`config.mk`:
```
export PLATFORM = sky130hd
export DESIGN_NAME = stream_sum_ctrl
export DESIGN_NICKNAME = d
export VERILOG_FILES = /design/src/rtl/stream_pkg.sv /design/src/rtl/rr_arb2.sv /design/src/rtl/stream_sum_ctrl.sv
export SDC_FILE = /design/constraint.sdc
export NUM_CORES = 1
export LEC_CHECK = 0
export CORE_ASPECT_RATIO = 0.9
export CORE_MARGIN = 4
export CORE_UTILIZATION = 35
export CTS_CLUSTER_SIZE = 30
export DETAILED_ROUTE_END_ITERATION = 7
export DONT_BUFFER_PORTS = 1
export GPL_TIMING_DRIVEN = 0
export SLEW_MARGIN = 20
export SYNTH_ARGS = -nofsm -noshare
export SYNTH_HDL_FRONTEND = slang
export SYNTH_HIERARCHICAL = 1
export SYNTH_SLANG_ARGS = --single-unit
```
`constraint.sdc`:
```
create_clock -name clk -period 10.85 [get_ports clk]
set_input_delay 1.085 -clock clk [delete_from_list [all_inputs] [get_ports clk]]
set_output_delay 1.085 -clock clk [all_outputs]
set_load 0.05 [all_outputs]
```
`src/rtl/stream_pkg.sv`:
```
// stream_pkg: shared state encoding and word type for the running-sum stream controller
package stream_pkg;
  typedef enum logic [1:0] {IDLE, ACCUM, DONE} state_t;
  localparam int STREAM_W = 32;
  typedef logic [STREAM_W-1:0] word_t;
endpackage

```
`src/rtl/rr_arb2.sv`:
```
// rr_arb2: combinational two-request round-robin arbiter, one-hot grant
module rr_arb2 (
  input  logic [1:0] req,
  input  logic       last_grant,
  input  logic       en,
  output logic [1:0] gnt
);
  assign gnt[0] = en && req[0] && (!req[1] || last_grant);
  assign gnt[1] = en && req[1] && (!req[0] || !last_grant);
endmodule

```
`src/rtl/stream_sum_ctrl.sv`:
```
// stream_sum_ctrl: fixed-length burst accumulator fed by two round-robin arbitrated streams
module stream_sum_ctrl
  import stream_pkg::*;
#(
  parameter int WIDTH     = STREAM_W,
  parameter int BURST_LEN = 6,
  parameter int CNT_W     = 8
) (
  input  logic             clk,
  input  logic             rst,
  input  logic             start,
  input  logic             clear,
  input  logic             first_valid,
  input  logic [WIDTH-1:0] first_stream,
  output logic             first_ready,
  input  logic             second_valid,
  input  logic [WIDTH-1:0] second_stream,
  output logic             second_ready,
  output logic [WIDTH-1:0] running_sum,
  output logic             busy,
  output logic             done,
  output logic             overflow
);
  state_t           state, state_n;
  logic [CNT_W-1:0] count;
  logic             last_grant;
  logic [1:0]       gnt;
  logic [WIDTH:0]   sum_n;
  logic [WIDTH-1:0] data;
  logic             accept, last;
  // ready is suppressed during clear/rst so no transfer lands on an abort edge
  rr_arb2 u_arb (
    .req       ({second_valid, first_valid}),
    .last_grant(last_grant),
    .en        (state == ACCUM && !clear && !rst),
    .gnt       (gnt)
  );
  assign first_ready  = gnt[0];
  assign second_ready = gnt[1];
  assign accept       = |gnt;
  assign data         = gnt[1] ? second_stream : first_stream;
  assign sum_n        = {1'b0, running_sum} + {1'b0, data};
  assign last         = count == CNT_W'(BURST_LEN - 1);
  assign busy         = state == ACCUM;
  assign done         = state == DONE;
  always_comb begin
    state_n = clear ? IDLE :
              state == IDLE  ? (start ? ACCUM : IDLE) :
              state == ACCUM ? (accept && last ? DONE : ACCUM) : IDLE;
  end
  always_ff @(posedge clk) begin
    if (rst) begin
      state       <= IDLE;
      running_sum <= '0;
      count       <= '0;
      overflow    <= 1'b0;
      last_grant  <= 1'b1;
    end else begin
      state <= state_n;
      if (clear || (state == IDLE && start)) begin
        running_sum <= '0;
        count       <= '0;
        overflow    <= 1'b0;
      end else if (accept) begin
        running_sum <= sum_n[WIDTH-1:0];
        overflow    <= overflow | sum_n[WIDTH];
        count       <= count + 1'b1;
        last_grant  <= gnt[1];
      end
    end
  end
endmodule

```
==> summary.md, run 1 <==
| Metric | Value |
|---|---|
| HPWL Detailed | 7.91 mm |
| Hold buffer count at cts | 0 |
| Pwr Total | 0.000397 W |
| Reg2reg start | state[1] |
| Endpoints failing setup | 0 |
| Initial Util | 35.8% |
| Area growth syn-to-layout | 9.66% |
| R2r setup slk | 5470 ps |
| Core area | 0.0102 sq mm |
| CTS Sinks | 44 |
| Max-Slew Margin vs Limit | 26.8% |
| Peak VDD IR | 0.0546 mV |
| Gr usage total | 16.3% |
| Layout cells sized above 1 | 10.7% |
| Final WL | 9.94 mm |
| Initial antenna violation count | 0 |
| Static Leak | 1.50 nW |
| Average via count per standard cell | 5.53 |
| Iteration-0 DRC Markers | 167 |
| Yosys cell types | 54 |
| WS Path Type | in -> reg |
| Placed cell count | 598 |
| Async set-reset flop share out of synthesis | 0% |
| Residual DRC count | 0 |
| HP Start | count[7] |
| Worst setup SP type | primary input |
| Ant diodes | 0 |
| Status | complete, no violations |
| FF+latch count, synth | 44 |
| Syn nets | 574 |
| Clock transition at path regs | 60 ps |
| CTS root buffer | clkbuf_16 |
| Setup ws final | 5120 ps |
| Period utilization | 52.8% |
| Vias in the first global route | 3306 |
| Fin crit period | 5730 ps |
| Post-route cell area | 0.00401 sq mm |
| Clock skew | 3.43 ps |
| Die Ht | 105 um |
| Gp weighted congestion | 0.897 |
| Die width | 116 um |
| Synth warn | 6 |
| First-pass GRT wire length | 16.0 mm |
| FF-to-FF path depth | 18 |
| DR WL/cell | 16.4 um |
| DR vias | 3352 |
| Setup TNS | 0 ps |
| Mapped Area | 0.00365 sq mm |
| CTS tree | done |
| RSZ-0062 raised after global routing | false |
| Post-CTS resize count | 0 |
| Clock buffer depth | 2 |
| Crit path max fanout | 10 |
| Setup crit end kind | flop |
| Most common cell after layout, fill and taps aside | nand2_1 |
| WHS Endpoint | count[7] |
| Postcts setup bufs | 0 |
| Most used DFF post-synth | dfxtp_1 |
| Port Buf Inserts | 0 |
| Layout Cells excl Fill | 606 |
| Number of CTS-inserted buffers | 5 |
| Slew Viols, Final | 0 |
| Seq/Total Area, Yosys | 24.1% |
| Hold Path Class | reg -> reg |
| Worst Max-Slew Pin Slew | 1100 ps |
| Htree depth | 2 |
| Syn Area/Cell | 7.79 sq um |
| Row count | 35 |
| Final hold viol count | 0 |
| WP data required | 11060 ps |
| Placement Cell Area | 0.00382 sq mm |
| Count of flip-flops with a built-in enable after synthesis | 0 |
| Antenna viol nets, final | 0 |
| Largest net degree at the start of global routing | 14 |
| WHS Path Cells | 2 |
| Die area | 0.0121 sq mm |
| I/O Pins | 107 |
| Pre-CTS setup slack | 4810 ps |
| Post-Syn Instances | 469 |
| Nets@finish | 581 |
| Fmax | 175 MHz |
| Max-cap violations | 0 |
| DR pass1 iterations | 4 |
| Clock Latency Late Sink | 290 ps |
| Total congestion overflow | 0 |
| Most frequent cells in the layout | nand2_1 (76), a21oi_1 (59), dfxtp_1 (44), ha_1 (34), mux2_2 (32) |
| FF-to-FF End | running_sum[26] |
| Critical Path AT | 5940 ps |
| Pwr Density | 99.1 mW/mm^2 |
[per-stage QoR]
| step | util (%) | hold WS (ps) |
|---|---|---|
| final | 39.3 | 494 |
| after global routing | 39.3 | 537 |
| after CTS | 39.2 | 497 |
| after detailed placement | 37.4 | 487 |
| after global placement | 37.4 | 474 |
| after floorplan | - | 459 |
[layer usage]
layer	GRT usage (%)	share of wire, %	vias to the layer above
met5	0	0	-
li1	-	-	1707
met3	3.76	7.4	9
met1	22.2	46	1546
met4	3.98	1.2	0
met2	26.0	45	90
[report_power, final]
group | total (W) | internal [W] | leakage [nW] | switching (W)
Combinational | 0.0000449 | 0.0000173 | 1.06 | 0.0000276
Clock | 0.000188 | 0.000121 | 0.0901 | 0.0000669
Sequential | 0.000164 | 0.000162 | 0.354 | 0.00000164
Total | 0.000397 | 0.000301 | 1.50 | 0.0000962
[sequential cells by signal, summed over array words and instances (netlist names)]
signal and flops:
count 8, overflow 1, last_grant 1, state 2, running_sum 32
[critical path: stages]
cell	delay, ps
nor3_1	210
nand2_1	70
a21oi_1	840
clkbuf_1	430
buf_1	510
mux2_2	400
ha_1	260
buf_2	170
nand2_1	100
nor3_1	380
and3_1	250
a31oi_2	160
nor4_1	550
nor4b_2	120
xnor2_1	150
nand2_1	60
a21oi_1	160
[final cells by class]
type                       count  area [sq um]
tap                          129           161
multi-input combinational    396          2670
sequential                    44           881
buffer                        21          81.3
clock buffer                   7           153
inverter                       8          30.0
clock inverter                 1          30.0
fill                        1066          6200
[how the worst max path moves through the flow]
stage / startpoint / to / cells after the start
after floorplan: clear / running_sum[31] / 16
after global placement: clear / running_sum[29] / 16
after detailed placement: clear / running_sum[29] / 16
after CTS: clear / running_sum[29] / 16
after global routing: clear / running_sum[26] / 17
final: clear / running_sum[26] / 17
[cell usage after synthesis, types with 9 or more instances]
library cell | count | area, sq um
nor3_1 | 9 | 45.0
dfxtp_1 | 44 | 881
ha_1 | 34 | 425
a21oi_1 | 60 | 300
xor2_1 | 15 | 131
nor2_1 | 27 | 101
o21ai_0 | 22 | 110
nand2_1 | 76 | 285
nand3_1 | 13 | 65.1
mux2_2 | 32 | 360
clkbuf_1 | 11 | 41.3
xnor2_1 | 16 | 140
nand4_1 | 11 | 68.8
[logic make-up after synthesis]
group	after synthesis	synth area share (%)
muxes	36	11.0
buffers and inverters	29	3.05
DFF	44	24.1
AOI/OAI and AO/OA	130	21.5
and+or+nand+nor	164	20.7
xor gates and xnor gates	31	7.43
adders and majority gates	35	12.2
(Power assumes the default switching activity.)
==> run 2: changes to the inputs <==
Clock period 10.85 ns to 5.3 ns, I/O delays scaled along.
==> summary.md, run 2 (synthesis gave the netlist of run 1 again) <==
| Metric | Value |
|---|---|
| Hold buffer count at cts | 0 (unchanged) |
| FILL cells | 1067 (+0.094%) |
| Peak VDD IR | 0.110 mV (+100%) |
| Area growth syn-to-layout | 9.83% |
| Die Ht | 105 um (unchanged) |
| First-pass GRT wire length | 16.1 mm (+0.39%) |
| Status | complete, no violations |
| Pre-CTS setup slack | -183 ps (-4990 ps) |
| Clock Latency Late Sink | 290 ps (about the same) |
| Setup ws final | 429 ps (-4690 ps) |
| Int Pwr | 0.000616 W (+100%) |
| Clock power frac | 47.4% (about the same) |
| Initial Util | 35.8% (unchanged) |
| R2r setup slk | 430 ps (-5040 ps) |
| Setup crit end kind | flop |
| HPWL Detailed | 7.91 mm (unchanged) |
| FF-to-FF path depth | 18 (unchanged) |
| Final WL | 9.97 mm (+0.32%) |
| CTS Sinks | 44 (unchanged) |
| Largest register by flop count | running_sum |
| Total congestion overflow | 0 (unchanged) |
| Most frequent cells in the layout | nand2_1 (76), a21oi_1 (58), dfxtp_1 (44), ha_1 (34), mux2_2 (32) |
| Worst setup SP type | flop |
| Antenna viol nets, final | 0 (unchanged) |
| DR pass1 iterations | 5 (+1) |
| Pwr Total | 0.000812 W (+100%) |
| Sw frac | 24.2% (-0.070 points) |
| Htree depth | 2 (unchanged) |
| Gr usage total | 16.3% (+0.059 points) |
| Clock buffer depth | 2 (unchanged) |
| Initial antenna violation count | 0 (unchanged) |
| Area occupied by multi-input gates | 0.00267 sq mm (+0.14%) |
| Core area | 0.0102 sq mm (unchanged) |
| Combinational share of power | 11.3% (about the same) |
| Fmax | 205 MHz |
| Final Util | 39.3% (+0.061 points) |
| Most common cell after layout, fill and taps aside | nand2_1 |
| Critical Path AT | 5090 ps (-850 ps) |
| Placed cell count | 598 (unchanged) |
| WS Path Type | reg -> reg |
| Iteration-0 DRC Markers | 162 (-3.0%) |
| Worst Max-Slew Pin Slew | 931 ps (-167 ps) |
| HP Start | clear |
| Pwr Density | 202 mW/mm^2 (+100%) |
| Die width | 116 um (unchanged) |
| Crit path max fanout | 10 (unchanged) |
| FF-to-FF End | running_sum[26] |
| Fin crit period | 4870 ps |
| Hold Path Class | in -> reg |
| Port Buf Inserts | 0 (unchanged) |
| Layout cells sized above 1 | 11.3% (+0.63 points) |
| Residual DRC count | 0 (unchanged) |
| Gp weighted congestion | 0.897 (unchanged) |
| WHS Endpoint | state[1] |
| Final hold viol count | 0 (unchanged) |
| Flop pwr share | 41.3% (about the same) |
| Slew Viols, Final | 0 (unchanged) |
| Max reg flops | 32 (unchanged) |
| Period utilization | 91.9% |
| FF/Latch Area | 881 sq um (unchanged) |
| Clock transition at path regs | 60 ps (about the same) |
| Average via count per standard cell | 5.53 (about the same) |
| Row count | 35 (unchanged) |
| WHS Path Cells | 1 (-1) |
| Static Leak | 1.51 nW (+0.44%) |
| Die area | 0.0121 sq mm (unchanged) |
| CTS tree | done |
| WP data required | 5510 ps (-5550 ps) |
| DR vias | 3349 (-0.089%) |
| Ant diodes | 0 (unchanged) |
| Nets@finish | 581 (unchanged) |
| Number of CTS-inserted buffers | 5 (unchanged) |
| Endpoints failing setup | 0 (unchanged) |
| Vias in the first global route | 3315 (+0.27%) |
| Switching power | 0.000196 W (+100%) |
| Biggest regs | running_sum (32), count (8), state (2) |
| Reg2reg start | state[1] |
| CTS root buffer | clkbuf_16 |
| Max-cap violations | 0 (unchanged) |
| Postcts setup bufs | 0 (unchanged) |
| Clock skew | 4.00 ps (+0.570 ps) |
| Layout Cells excl Fill | 606 (unchanged) |
| Max-Slew Margin vs Limit | 37.8% (+11 points) |
| Setup TNS | 0 ps (unchanged) |
| DR WL/cell | 16.5 um (+0.32%) |
| Largest net degree at the start of global routing | 14 (unchanged) |
| I/O Pins | 107 (unchanged) |
[run 2: cell types whose count changed in the layout (fill, tap and decap cells not counted), sizes merged]
| cell | before | now |
|---|---|---|
| buf | 10 | 9 |
| clkbuf | 18 | 19 |
[run 2: worst max path at each step]
stage / from / to / cells after the start
2_1_floorplan: clear / running_sum[31] / 16
3_3_place_gp: clear / running_sum[29] / 16
3_5_place_dp: clear / running_sum[29] / 16
4_1_cts: state[1] / running_sum[29] / 17
5_1_grt: state[1] / running_sum[26] / 18
6_report: state[1] / running_sum[26] / 18
[run 2: per-layer routing]
metal | track usage, % | wire [um] | up-vias
met3 | 3.76 | 698 | 6
met4 | 3.98 | 89 | 0
li1 | - | - | 1706
met1 | 22.3 | 4610 | 1544
met5 | 0 | 0 | -
met2 | 26.1 | 4570 | 93
[run 2: final cells by class]
| class | count | share of cell area, % |
|---|---|---|
| multi-input combinational | 396 | 66.6 |
| sequential | 44 | 22.0 |
| tap | 129 | 4.02 |
| clock buffer | 7 | 3.81 |
| buffer | 21 | 2.09 |
| clock inverter | 1 | 0.749 |
| inverter | 8 | 0.749 |
[run 2: timing repair]
action	in CTS	in global routing
gates cloned	0	0
setup endpoints to repair	5	8
gates resized for setup	1	3
[run 2: metrics by stage]
stage / hold WS, ps / instance area [sq um]
after detailed placement: 487 / 3820
final: 319 / 4010
after floorplan: 459 / 3650
after CTS: 311 / 4000
after global routing: 317 / 4010
after global placement: 474 / 3810
[run 2: worst max-delay path, stage by stage (launching register included)]
cell and delay, ps:
dfxtp_1 310, nand2b_1 170, nor3_1 190, nand2_1 100, a21oi_2 510, clkbuf_1 430, clkbuf_2 350, mux2_2 370
ha_1 260, buf_2 170, nand2_1 100, nor3_1 380, and3_1 250, a31oi_2 160, nor4_1 540, nor4b_2 120
xnor2_1 150, nand2_1 60, a21oi_1 160
[run 2: power by group through the flow]
stage / Sequential (W) / Combinational [W] / Clock, W
6_report: 0.000335 / 0.0000920 / 0.000385
5_1_grt: 0.000335 / 0.000104 / 0.000408
4_1_cts: 0.000335 / 0.0000917 / 0.000395
3_5_place_dp: 0.000343 / 0.0000909 / 0
3_3_place_gp: 0.000343 / 0.0000900 / 0
2_1_floorplan: 0.000342 / 0.0000731 / 0
